File: config.mk
export PLATFORM = sky130hd
export DESIGN_NAME = imem_loader_flat
export DESIGN_NICKNAME = d
export VERILOG_FILES = /design/src/rtl/mips_pkg.sv /design/src/rtl/imem_loader_if.sv /design/src/rtl/imem_word_packer.sv /design/src/rtl/imem_loader.sv /design/src/flat_wrapper.sv
export SDC_FILE = /design/constraint.sdc
export NUM_CORES = 1
export LEC_CHECK = 0
export ABC_CLOCK_PERIOD_IN_PS = 6200
export BUFFER_PORTS_ARGS = -buffer_cell sky130_fd_sc_hd__buf_2
export CORE_ASPECT_RATIO = 0.8
export CORE_MARGIN = 2
export CORE_UTILIZATION = 58
export DETAILED_ROUTE_END_ITERATION = 10
export PLACE_DENSITY_LB_ADDON = 0.15
export SLEW_MARGIN = 15
export SYNTH_ARGS = -nofsm -noshare
export SYNTH_HDL_FRONTEND = slang
export SYNTH_SLANG_ARGS = --single-unit
File: constraint.sdc
create_clock -name clk -period 6.2 [get_ports clk]
set_input_delay 0 -clock clk [delete_from_list [all_inputs] [get_ports clk]]
set_output_delay 0 -clock clk [all_outputs]
set_load 0.01 [all_outputs]
File: src/rtl/mips_pkg.sv
// ----------------------------------------------------------------------------
// mips_pkg
// Shared definitions for the instruction-memory loader slice.
//   state_t     : loader FSM state encoding
//   WORD_BYTES  : bytes per instruction word
//   BIG_ENDIAN  : byte order of the incoming stream (first byte lands in [31:24])
// ----------------------------------------------------------------------------
package mips_pkg;

  typedef enum logic [2:0] {
    IDLE   = 3'd0,
    LEN_HI = 3'd1,
    LEN_LO = 3'd2,
    DATA   = 3'd3,
    WRITE  = 3'd4,
    DONE   = 3'd5,
    ERR    = 3'd6
  } state_t;

  localparam int WORD_BYTES = 4;
  localparam int WORD_W     = WORD_BYTES * 8;

  // The first byte of each word on the stream is the most significant one.
  localparam bit BIG_ENDIAN = 1'b1;

endpackage

File: src/rtl/imem_loader_if.sv
// ----------------------------------------------------------------------------
// imem_loader_if
// Groups the byte-stream handshake, the instruction-memory write port and the
// load status lines of the loader.
//   start        : one-cycle pulse that begins a load
//   in_byte      : stream data byte
//   in_valid     : in_byte is valid this cycle
//   in_ready     : loader accepts in_byte this cycle
//   out_we       : instruction-memory write strobe (one cycle per word)
//   out_addr     : word-aligned byte address of the write
//   out_wdata    : instruction word to write
//   out_cpu_hold : stalls the PC/fetch while high
//   out_done     : image loaded, sticky until the next start
//   out_error    : length exceeded memory depth, sticky until the next start
//
// Handshake: a byte moves on a rising clk edge where in_valid && in_ready.
// The source holds in_byte stable while in_valid is high and in_ready is low;
// in_ready depends only on loader state, never on in_valid.
//
// Modports: master = loader side, slave = stream source / memory / CPU side.
// ----------------------------------------------------------------------------
interface imem_loader_if;

  logic        start;
  logic [7:0]  in_byte;
  logic        in_valid;
  logic        in_ready;
  logic        out_we;
  logic [31:0] out_addr;
  logic [31:0] out_wdata;
  logic        out_cpu_hold;
  logic        out_done;
  logic        out_error;

  modport master (
    input  start, in_byte, in_valid,
    output in_ready, out_we, out_addr, out_wdata,
    output out_cpu_hold, out_done, out_error
  );

  modport slave (
    output start, in_byte, in_valid,
    input  in_ready, out_we, out_addr, out_wdata,
    input  out_cpu_hold, out_done, out_error
  );

endinterface

File: src/rtl/imem_word_packer.sv
// ----------------------------------------------------------------------------
// imem_word_packer
// Assembles stream bytes into instruction words.
//   clk, rst_n  : clock / asynchronous active-low reset
//   clr         : clears the shift register and byte counter (new load)
//   take        : a data byte is transferred this cycle
//   byte_in     : the transferred byte
//   word_ready  : this transfer completes a word (combinational, for the FSM)
//   word        : shift-register contents (registered)
// ----------------------------------------------------------------------------
module imem_word_packer
  import mips_pkg::*;
(
  input  logic              clk,
  input  logic              rst_n,
  input  logic              clr,
  input  logic              take,
  input  logic [7:0]        byte_in,
  output logic              word_ready,
  output logic [WORD_W-1:0] word
);

  localparam int              CNT_W = $clog2(WORD_BYTES);
  localparam logic [CNT_W-1:0] LAST  = CNT_W'(WORD_BYTES - 1);

  logic [CNT_W-1:0]  cnt_q;
  logic [WORD_W-1:0] word_q;

  always_ff @(posedge clk or negedge rst_n) begin
    if (!rst_n) begin
      cnt_q  <= '0;
      word_q <= '0;
    end else if (clr) begin
      cnt_q  <= '0;
      word_q <= '0;
    end else if (take) begin
      // Counter wraps naturally back to 0 after the last byte of a word.
      cnt_q <= cnt_q + 1'b1;
      if (BIG_ENDIAN) begin
        word_q <= {word_q[WORD_W-9:0], byte_in};
      end else begin
        word_q <= {byte_in, word_q[WORD_W-1:8]};
      end
    end
  end

  assign word_ready = take && (cnt_q == LAST);
  assign word       = word_q;

endmodule

File: src/rtl/imem_loader.sv
// ----------------------------------------------------------------------------
// imem_loader
// Writer side of the instruction-memory interface. Receives a 2-byte
// big-endian length header (in words) followed by the program image, writes
// each assembled word to consecutive word-aligned addresses from 0, and keeps
// the CPU held until the image is complete.
//   clk       : system clock, rising edge
//   rst_n     : asynchronous active-low reset
//   bus       : imem_loader_if.master (stream, write port, status)
//   dbg_state : current FSM state
// All bus outputs are flops or decodes of the state register.
// ----------------------------------------------------------------------------
module imem_loader
  import mips_pkg::*;
#(
  parameter int ADDR_W = 8,
  parameter int LEN_W  = 16
) (
  input  logic  clk,
  input  logic  rst_n,
  imem_loader_if.master bus,
  output state_t dbg_state
);

  localparam int               CMP_W     = LEN_W + 1;
  localparam logic [CMP_W-1:0] MEM_WORDS = CMP_W'(2 ** ADDR_W);

  state_t state_q, state_d;

  logic [LEN_W-1:0]  len_q;
  logic [LEN_W-1:0]  len_full;
  logic [ADDR_W:0]   word_cnt_q;
  logic [ADDR_W:0]   word_cnt_next;
  logic [ADDR_W-1:0] addr_q;
  logic              last_word;

  logic xfer;
  logic start_ok;
  logic len_hi_ld;
  logic len_lo_ld;
  logic wr_step;

  logic              word_ready;
  logic [WORD_W-1:0] word;

  // --------------------------------------------------------------------------
  // State decodes driving the bus
  // --------------------------------------------------------------------------
  assign bus.in_ready     = (state_q == LEN_HI) || (state_q == LEN_LO) ||
                            (state_q == DATA);
  assign bus.out_we       = (state_q == WRITE);
  assign bus.out_done     = (state_q == DONE);
  assign bus.out_error    = (state_q == ERR);
  assign bus.out_cpu_hold = (state_q != DONE);
  assign bus.out_addr     = 32'({addr_q, 2'b00});
  assign bus.out_wdata    = word;
  assign dbg_state        = state_q;

  assign xfer = bus.in_valid && bus.in_ready;

  // Full length as seen while the low header byte is on the bus.
  assign len_full      = {len_q[LEN_W-1 -: 8], bus.in_byte};
  assign word_cnt_next = word_cnt_q + 1'b1;
  assign last_word     = (LEN_W'(word_cnt_next) == len_q);

  // --------------------------------------------------------------------------
  // Byte-to-word assembly
  // --------------------------------------------------------------------------
  imem_word_packer u_packer (
    .clk        (clk),
    .rst_n      (rst_n),
    .clr        (start_ok),
    .take       (xfer && (state_q == DATA)),
    .byte_in    (bus.in_byte),
    .word_ready (word_ready),
    .word       (word)
  );

  // --------------------------------------------------------------------------
  // FSM next-state logic
  // --------------------------------------------------------------------------
  always_comb begin
    state_d   = state_q;
    start_ok  = 1'b0;
    len_hi_ld = 1'b0;
    len_lo_ld = 1'b0;
    wr_step   = 1'b0;
    case (state_q)
      // in_ready is low in these states, so a byte offered alongside start
      // is never consumed.
      IDLE, DONE, ERR: begin
        if (bus.start) begin
          start_ok = 1'b1;
          state_d  = LEN_HI;
        end
      end
      LEN_HI: begin
        if (xfer) begin
          len_hi_ld = 1'b1;
          state_d   = LEN_LO;
        end
      end
      LEN_LO: begin
        if (xfer) begin
          len_lo_ld = 1'b1;
          if (len_full == '0) begin
            state_d = DONE;
          end else if ({1'b0, len_full} > MEM_WORDS) begin
            state_d = ERR;
          end else begin
            state_d = DATA;
          end
        end
      end
      DATA: begin
        if (word_ready) begin
          state_d = WRITE;
        end
      end
      WRITE: begin
        wr_step = 1'b1;
        state_d = last_word ? DONE : DATA;
      end
      default: begin
        state_d = IDLE;
      end
    endcase
  end

  // --------------------------------------------------------------------------
  // State, length and address/word counters
  // --------------------------------------------------------------------------
  always_ff @(posedge clk or negedge rst_n) begin
    if (!rst_n) begin
      state_q    <= IDLE;
      len_q      <= '0;
      word_cnt_q <= '0;
      addr_q     <= '0;
    end else begin
      state_q <= state_d;
      if (start_ok) begin
        word_cnt_q <= '0;
        addr_q     <= '0;
      end
      if (len_hi_ld) begin
        len_q[LEN_W-1 -: 8] <= bus.in_byte;
      end
      if (len_lo_ld) begin
        len_q[7:0] <= bus.in_byte;
      end
      if (wr_step) begin
        word_cnt_q <= word_cnt_next;
        // The address stays on the final word so it never leaves the memory
        // range, even for a full 2**ADDR_W-word image.
        if (!last_word) begin
          addr_q <= addr_q + 1'b1;
        end
      end
    end
  end

endmodule
File: src/flat_wrapper.sv
// flat-port wrapper written by rule: the top's interface ports become plain ports
module imem_loader_flat import mips_pkg::*;
#(
  parameter int ADDR_W = 8,
  parameter int LEN_W  = 16
)
  (clk, rst_n, dbg_state, bus_start, bus_in_byte, bus_in_valid, bus_in_ready, bus_out_we, bus_out_addr, bus_out_wdata, bus_out_cpu_hold, bus_out_done, bus_out_error);
  imem_loader_if bus_i ();
  input  logic clk;
  input  logic rst_n;
  output state_t dbg_state;
  input wire logic [$bits(bus_i.start)-1:0] bus_start;
  input wire logic [$bits(bus_i.in_byte)-1:0] bus_in_byte;
  input wire logic [$bits(bus_i.in_valid)-1:0] bus_in_valid;
  output wire logic [$bits(bus_i.in_ready)-1:0] bus_in_ready;
  output wire logic [$bits(bus_i.out_we)-1:0] bus_out_we;
  output wire logic [$bits(bus_i.out_addr)-1:0] bus_out_addr;
  output wire logic [$bits(bus_i.out_wdata)-1:0] bus_out_wdata;
  output wire logic [$bits(bus_i.out_cpu_hold)-1:0] bus_out_cpu_hold;
  output wire logic [$bits(bus_i.out_done)-1:0] bus_out_done;
  output wire logic [$bits(bus_i.out_error)-1:0] bus_out_error;
  assign bus_i.start = bus_start;
  assign bus_i.in_byte = bus_in_byte;
  assign bus_i.in_valid = bus_in_valid;
  assign bus_in_ready = bus_i.in_ready;
  assign bus_out_we = bus_i.out_we;
  assign bus_out_addr = bus_i.out_addr;
  assign bus_out_wdata = bus_i.out_wdata;
  assign bus_out_cpu_hold = bus_i.out_cpu_hold;
  assign bus_out_done = bus_i.out_done;
  assign bus_out_error = bus_i.out_error;
  imem_loader #(.ADDR_W(ADDR_W), .LEN_W(LEN_W)) u_core (.clk(clk), .rst_n(rst_n), .bus(bus_i), .dbg_state(dbg_state));
endmodule
Word level (Yosys, flattened, before mapping)
Index checks and enable logic that the tools add are counted.
{"block": "word_totals", "register_bits": 70, "input_bits": 12}
{"block": "classes", "add_sub_neg": 3, "n_lt_le_gt_ge": 1, "eq_ne": 13, "muxes": 23, "n_reduce_logical": 11}
{"operator": "$mux W32", "n": 2}
{"operator": "$mux W8", "n": 3}
{"operator": "$mux W3", "n": 7}
{"operator": "$mux W9", "n": 2}
{"operator": "$eq A9 B16 Y1", "n": 1}
{"operator": "$gt A16 B9 Y1 const B", "n": 1}
{"operator": "$logic_not A16 Y1", "n": 1}
{"operator": "$pmux W3 S5", "n": 1}
{"operator": "$add A9 B1 Y9 const B", "n": 1}
{"operator": "$eq A3 B3 Y1 const B", "n": 3}
{"operator": "$add A8 B1 Y8 const B", "n": 1}
{"operator": "$eq A3 B2 Y1 const B", "n": 2}
{"operator": "$mux W1", "n": 6}
{"operator": "$mux W2", "n": 2}
{"operator": "$ne A2 B1 Y1 const B", "n": 2}
{"operator": "$ne A2 B2 Y1 const B", "n": 2}
{"operator": "$reduce_and A4 Y1", "n": 1}
{"operator": "$reduce_bool A2 Y1", "n": 2}
{"operator": "$eq A3 B1 Y1 const B", "n": 1}
{"operator": "$logic_and A1 B1 Y1", "n": 3}
{"operator": "$logic_not A3 Y1", "n": 1}
{"operator": "$ne A3 B3 Y1 const B", "n": 1}
{"operator": "$reduce_or A3 Y1", "n": 1}
{"operator": "$add A2 B1 Y2 const B", "n": 1}
{"operator": "other kinds (2)", "n": 3}

Logic depth before layout (Yosys ltp)
{"block": "logic_depth", "ltp_word": 8, "ltp_mapped": 10, "depth_no_buf": 8}

Modules after synthesis
Synthesis repeated with hierarchy kept, for this count alone.
{"block": "unflattened", "hier_cells": 361, "hier_area_um2": 3786.1}
{"mod": "imem_loader", "instances": 1, "cells_per_inst": 249, "area_per_inst_um2": 2358.5, "seq_area_each_um2": 900.9}
{"mod": "imem_word_packer", "instances": 1, "cells_per_inst": 112, "area_per_inst_um2": 1427.6, "seq_area_each_um2": 850.8}

Worst setup path before layout
Ideal clock, no wire load.
{"block": "synth_path", "path_kind": "flip-flop to flip-flop", "from": "register u_core.word_cnt_q[1]", "to": "register u_core.addr_q[3]", "setup_ns": 0.121, "arrival_ns": 2.141, "required_ns": 6.079, "slack_ns": 3.938, "path_stages_with_launch": 10, "n_path_buf": 1, "cell_sequence": "dfrtp_1 > ha_1 > xnor2_1 > nand2_1 > or4_4 > nor4_4 > a21oi_2 > buf_6 > mux2i_1 > a22o_1"}
{"block": "synth_via", "elab_chain_len": 4}
{"item": "start, declared", "line_no": "imem_loader.sv:32", "source": "logic [ADDR_W:0] word_cnt_q;"}
{"item": "start signal, assigned", "line_no": "imem_loader.sv:152", "source": "word_cnt_q <= word_cnt_next;"}
{"item": "$add A9 B1 Y9", "line_no": "imem_loader.sv:63", "source": "assign word_cnt_next = word_cnt_q + 1'b1;"}
{"item": "$eq A9 B16 Y1", "line_no": "imem_loader.sv:64", "source": "assign last_word = (LEN_W'(word_cnt_next) == len_q);"}
{"item": "$mux W8", "line_no": "imem_loader.sv:155", "source": "if (!last_word) begin"}
{"item": "$mux W8", "line_no": "imem_loader.sv:151", "source": "if (wr_step) begin"}
{"item": "end signal, assigned", "line_no": "imem_loader.sv:156", "source": "addr_q <= addr_q + 1'b1;"}
{"item": "end, declared", "line_no": "imem_loader.sv:34", "source": "logic [ADDR_W-1:0] addr_q;"}
Every way passes these cells.
A chain may end at the register's enable or synchronous reset.

Final worst setup path
{"block": "layout_path", "from": "register u_core.word_cnt_q[0]", "to": "register u_core.addr_q[6]"}
The elaborated chain is that of the path after synthesis.

==> out/metrics.json <==
{
  "clocking": {
    "clock_tree.buffer_depth": 2,
    "post_cts.repair.setup_buffers": 0,
    "cts.clk_slew.worst_paths_ns": 0.08,
    "tritoncts": "yes",
    "tritoncts.num_buffers": 9,
    "numClockSinks": 70,
    "ctsRootBufferMaster": "sky130_fd_sc_hd__clkbuf_8",
    "post_cts_resized": 0,
    "clock_insertion_delay_worst_skew_ns": 0.35,
    "htree_num_levels": 3
  },
  "power": {
    "power_per_cell_area_nw_per_um2": 409.6,
    "total_switching_power_mw": 0.6246,
    "power_report.internal_total_mw": 1.095,
    "combinationalPowerShare_pct": 33.4,
    "share_of_power_burned_in_registers_pct": 40.4,
    "part_of_the_total_power_dissipated_in_the_clock_network_pct": 26.2,
    "irDropWorstVdd_v": 0.0002364,
    "power.switching_fraction_pct": 36.31,
    "power.static_leakage_nw": 2.028
  },
  "critical_path": {
    "setup.worst_path.start": "u_core.word_cnt_q[0]$_DFFE_PN0P_",
    "critical-path-slowest-cell": "sky130_fd_sc_hd__a21oi_2",
    "critPathMaxStageDelay_ns": 0.54,
    "worstPathArrival_ns": 2.94,
    "reg2reg_slack_ns": 3.49,
    "worst_setup_path_endpoint": "u_core.addr_q[6]$_DFF_PN0_",
    "worst_r2r_end": "u_core.addr_q[6]$_DFF_PN0_",
    "worst-r2r-cell-count": 8,
    "startpoint_of_the_lowest_slack_register_to_register_path": "u_core.word_cnt_q[0]$_DFFE_PN0P_",
    "cp_data_required_time_ns": 6.43,
    "crit_path_start_kind": "register",
    "setup.worst_path.class": "reg -> reg",
    "worst_path_most_repeated_cell": "sky130_fd_sc_hd__nor2_1",
    "cp-end-kind": "register",
    "timing.critical_path.fanout_max": 15,
    "worstPathCellList": "ha_1 -> nand2_1 -> nor2_1 -> xnor2_1 -> nor4_4 -> a21oi_2 -> nor2_1 -> a211o_1"
  },
  "logic_synthesis": {
    "synth_largest_type_area_fraction_pct": 48.06,
    "synth.yosys.seq_area_share_pct": 48.06,
    "synth.top_cells.by_area": "sky130_fd_sc_hd__dfrtp_1 48%, sky130_fd_sc_hd__nand2_1 9.2%, sky130_fd_sc_hd__a21oi_1 5.4%, sky130_fd_sc_hd__mux2_2 5.3%, sky130_fd_sc_hd__buf_4 5.1%",
    "post_synth_most_frequent_cells": "89 x sky130_fd_sc_hd__nand2_1, 70 x sky130_fd_sc_hd__dfrtp_1, 39 x sky130_fd_sc_hd__a21oi_1, 25 x sky130_fd_sc_hd__buf_4",
    "synth-seq-cells": 70,
    "yosys_warning_total": 0,
    "syn-instance-count": 392,
    "post_synth.cell_area_avg_um2": 9.298,
    "synth_top_cell_by_area": "sky130_fd_sc_hd__dfrtp_1",
    "synthesis.area_um2": 3645,
    "count_of_flip_flops_with_a_built_in_enable_after_synthesis": 0,
    "yosys_cell_types": 51,
    "most_instantiated_flip_flop_cell_in_the_synthesis_netlist": "sky130_fd_sc_hd__dfrtp_1",
    "yosys.cell_count.top_type": "sky130_fd_sc_hd__nand2_1",
    "synth-async-reset-ratio_pct": 100.0
  },
  "sta": {
    "worst-slew-pin-transition_ns": 0.8576,
    "timing.fmax_ghz": 0.3693,
    "rsz0062_at_grt": "no",
    "setup_viol_count_final": 0,
    "worst_slew_margin_rel_pct": 42.82,
    "finalCritPeriodShare_pct": 43.67,
    "final.min_clock_period_ns": 2.708,
    "finalSetupTns_ns": 0,
    "number_of_max_slew_violations_in_the_final_report": 0,
    "skew_ns": 0.009953,
    "finalHoldViolations": 0
  },
  "min_path": {
    "worst_hold_path.num_cells": 5,
    "holdCritPathClass": "in -> reg"
  },
  "floorplanning": {
    "die_width_um": 92.63,
    "die_area_um2": 6938,
    "initial_utilization_pct": 60.69,
    "die_y_um": 74.90,
    "core_region_area_um2": 6006,
    "boundaryPins": 84,
    "core.rowCount": 25
  },
  "routing": {
    "final_antenna_net_count": 0,
    "dr_total_vias": 2873,
    "detailedRoute.firstIterationViolations": 179,
    "routed_wirelength_um": 7499,
    "drt-vias-per-instance": 5.360,
    "wl_per_cell_um": 13.99,
    "drc": 0,
    "first_pass_iters": 4
  },
  "flow_run": {
    "drv.max_cap_violation_count": 0
  },
  "place": {
    "portBuffers": 59,
    "gp_congestion": 0.9466,
    "post-dp-hpwl_um": 5152
  },
  "grt": {
    "grt_max_degree": 71,
    "vias_in_the_first_global_route": 2499,
    "grt_antenna_before_repair": 0,
    "grt_util_all_layers_pct": 22.87,
    "global_route_wire_length_before_repair_um": 12260,
    "grt-ovfl-total": 0
  },
  "finish": {
    "area_growth_syn_to_layout_pct": 15.21,
    "share_of_cells_above_drive_strength_1_pct": 22.20,
    "antennaDiodeCount": 0,
    "final_net_count": 465,
    "postLayoutCoreUtil_pct": 69.92,
    "fillers": 497
  },
  "status": {
    "run_status": "finished clean"
  }
}
## worst max-delay path: cells and delay by family (launching register included)
kind | cells | cell delay (ns)
xor+xnor | 1 | 0.21
compound gates | 2 | 0.86
fa+ha+maj | 1 | 0.37
flops | 1 | 0.48
simple gates | 4 | 0.68
## how the worst min path moves through the flow
stage	startpoint	to	slack, ns
finish	bus_in_valid	u_core.dbg_state[0]$_DFFE_PN0P_	0.35
global route	bus_in_valid	u_core.dbg_state[0]$_DFFE_PN0P_	0.41
CTS	bus_in_valid	u_core.dbg_state[0]$_DFFE_PN0P_	0.31
detailed placement	rst_n	u_core.addr_q[5]$_DFF_PN0_	0.25
global placement	rst_n	u_core.addr_q[5]$_DFF_PN0_	0.25
floorplan	rst_n	u_core.addr_q[0]$_DFF_PN0_	-0.30
## timing repair
action                                  CTS  global route
hold buffers                             10             0
endpoints found under the hold margin    95             0
endpoints found under the setup margin    0             0
## area by class of cell
| class | count | area [µm²] | share of cell area [%] |
|---|---|---|---|
| clock buffer | 9 | 123.9 | 2.950 |
| tap | 81 | 101.3 | 2.414 |
| inverter | 5 | 18.77 | 0.4470 |
| clock inverter | 7 | 120.1 | 2.861 |
| multi-input combinational | 291 | 1658 | 39.48 |
| sequential | 70 | 1752 | 41.72 |
| timing repair buffer | 73 | 425.4 | 10.13 |
## power groups by stage
stage | clock (mW) | sequential [mW] | combinational, mW
6_report | 0.451 | 0.695 | 0.574
5_1_grt | 0.478 | 0.715 | 0.639
4_1_cts | 0.458 | 0.693 | 0.577
3_5_place_dp | 0 | 0.701 | 0.570
3_3_place_gp | 0 | 0.698 | 0.557
2_1_floorplan | 0 | 0.683 | 0.430
## kinds of logic (layout without fill, tap and decap cells)
logic type | count (synthesis) | after routing | share of synthesized area [%]
XOR/XNOR | 13 | 13 | 3.124
AO/OA/AOI/OAI | 82 | 82 | 13.46
AND/OR/NAND/NOR | 147 | 147 | 18.71
multiplexers | 22 | 22 | 6.625
adder cells (fa/ha/maj) | 3 | 3 | 1.030
other | 1 | 24 | 0.1029
flip-flops | 70 | 70 | 48.06
buffers and inverters | 54 | 94 | 8.891
## layout by cell type, fill, tap and decap left out, drive strengths merged, types with 2 or more instances in the layout
cell / n
mux2: 17
nand2b: 3
a22o: 3
a21oi: 40
dfrtp: 70
nor4: 5
conb: 24
nor2b: 8
o21ai: 19
xnor2: 11
nand3: 6
dlygate4sd3: 10
bufinv: 3
buf: 63
nor3: 2
and3: 8
nand4: 4
xor2: 2
nor2: 14
a211o: 3
o31ai: 3
nor3b: 2
ha: 3
clkbuf: 9
mux2i: 5
a21boi: 2
inv: 7
nand2: 89
and2: 2
## flip-flops by register name, indices dropped and copies added, names as in the netlist
register / count
u_core.u_packer.word: 32
u_core.len_q: 16
u_core.word_cnt_q: 9
u_core.addr_q: 8
u_core.dbg_state: 3
u_core.u_packer.cnt_q: 2
## stage by stage
step           setup slack (ns)  instances  area, µm²  hold WS [ns]  power [mW]
4_1_cts                   3.504        536       4199        0.3107       1.728
3_5_place_dp              3.512        510       3855        0.2540       1.271
3_3_place_gp              3.641        510       3855        0.2544       1.255
5_1_grt                   3.307        536       4199        0.4129       1.832
6_report                  3.492        536       4199        0.3482       1.720
2_1_floorplan             3.938        415       3731       -0.2956       1.113
## layer usage
metal | up-vias | part of all wire, % | track usage (%)
li1 | 1409 | - | -
met1 | 1366 | 50 | 33.99
met2 | 91 | 44 | 33.33
met3 | 7 | 5.4 | 6.006
met4 | 0 | 0.89 | 7.026
met5 | - | 0 | 0
No activity file was read; power rests on OpenSTA's default activity.
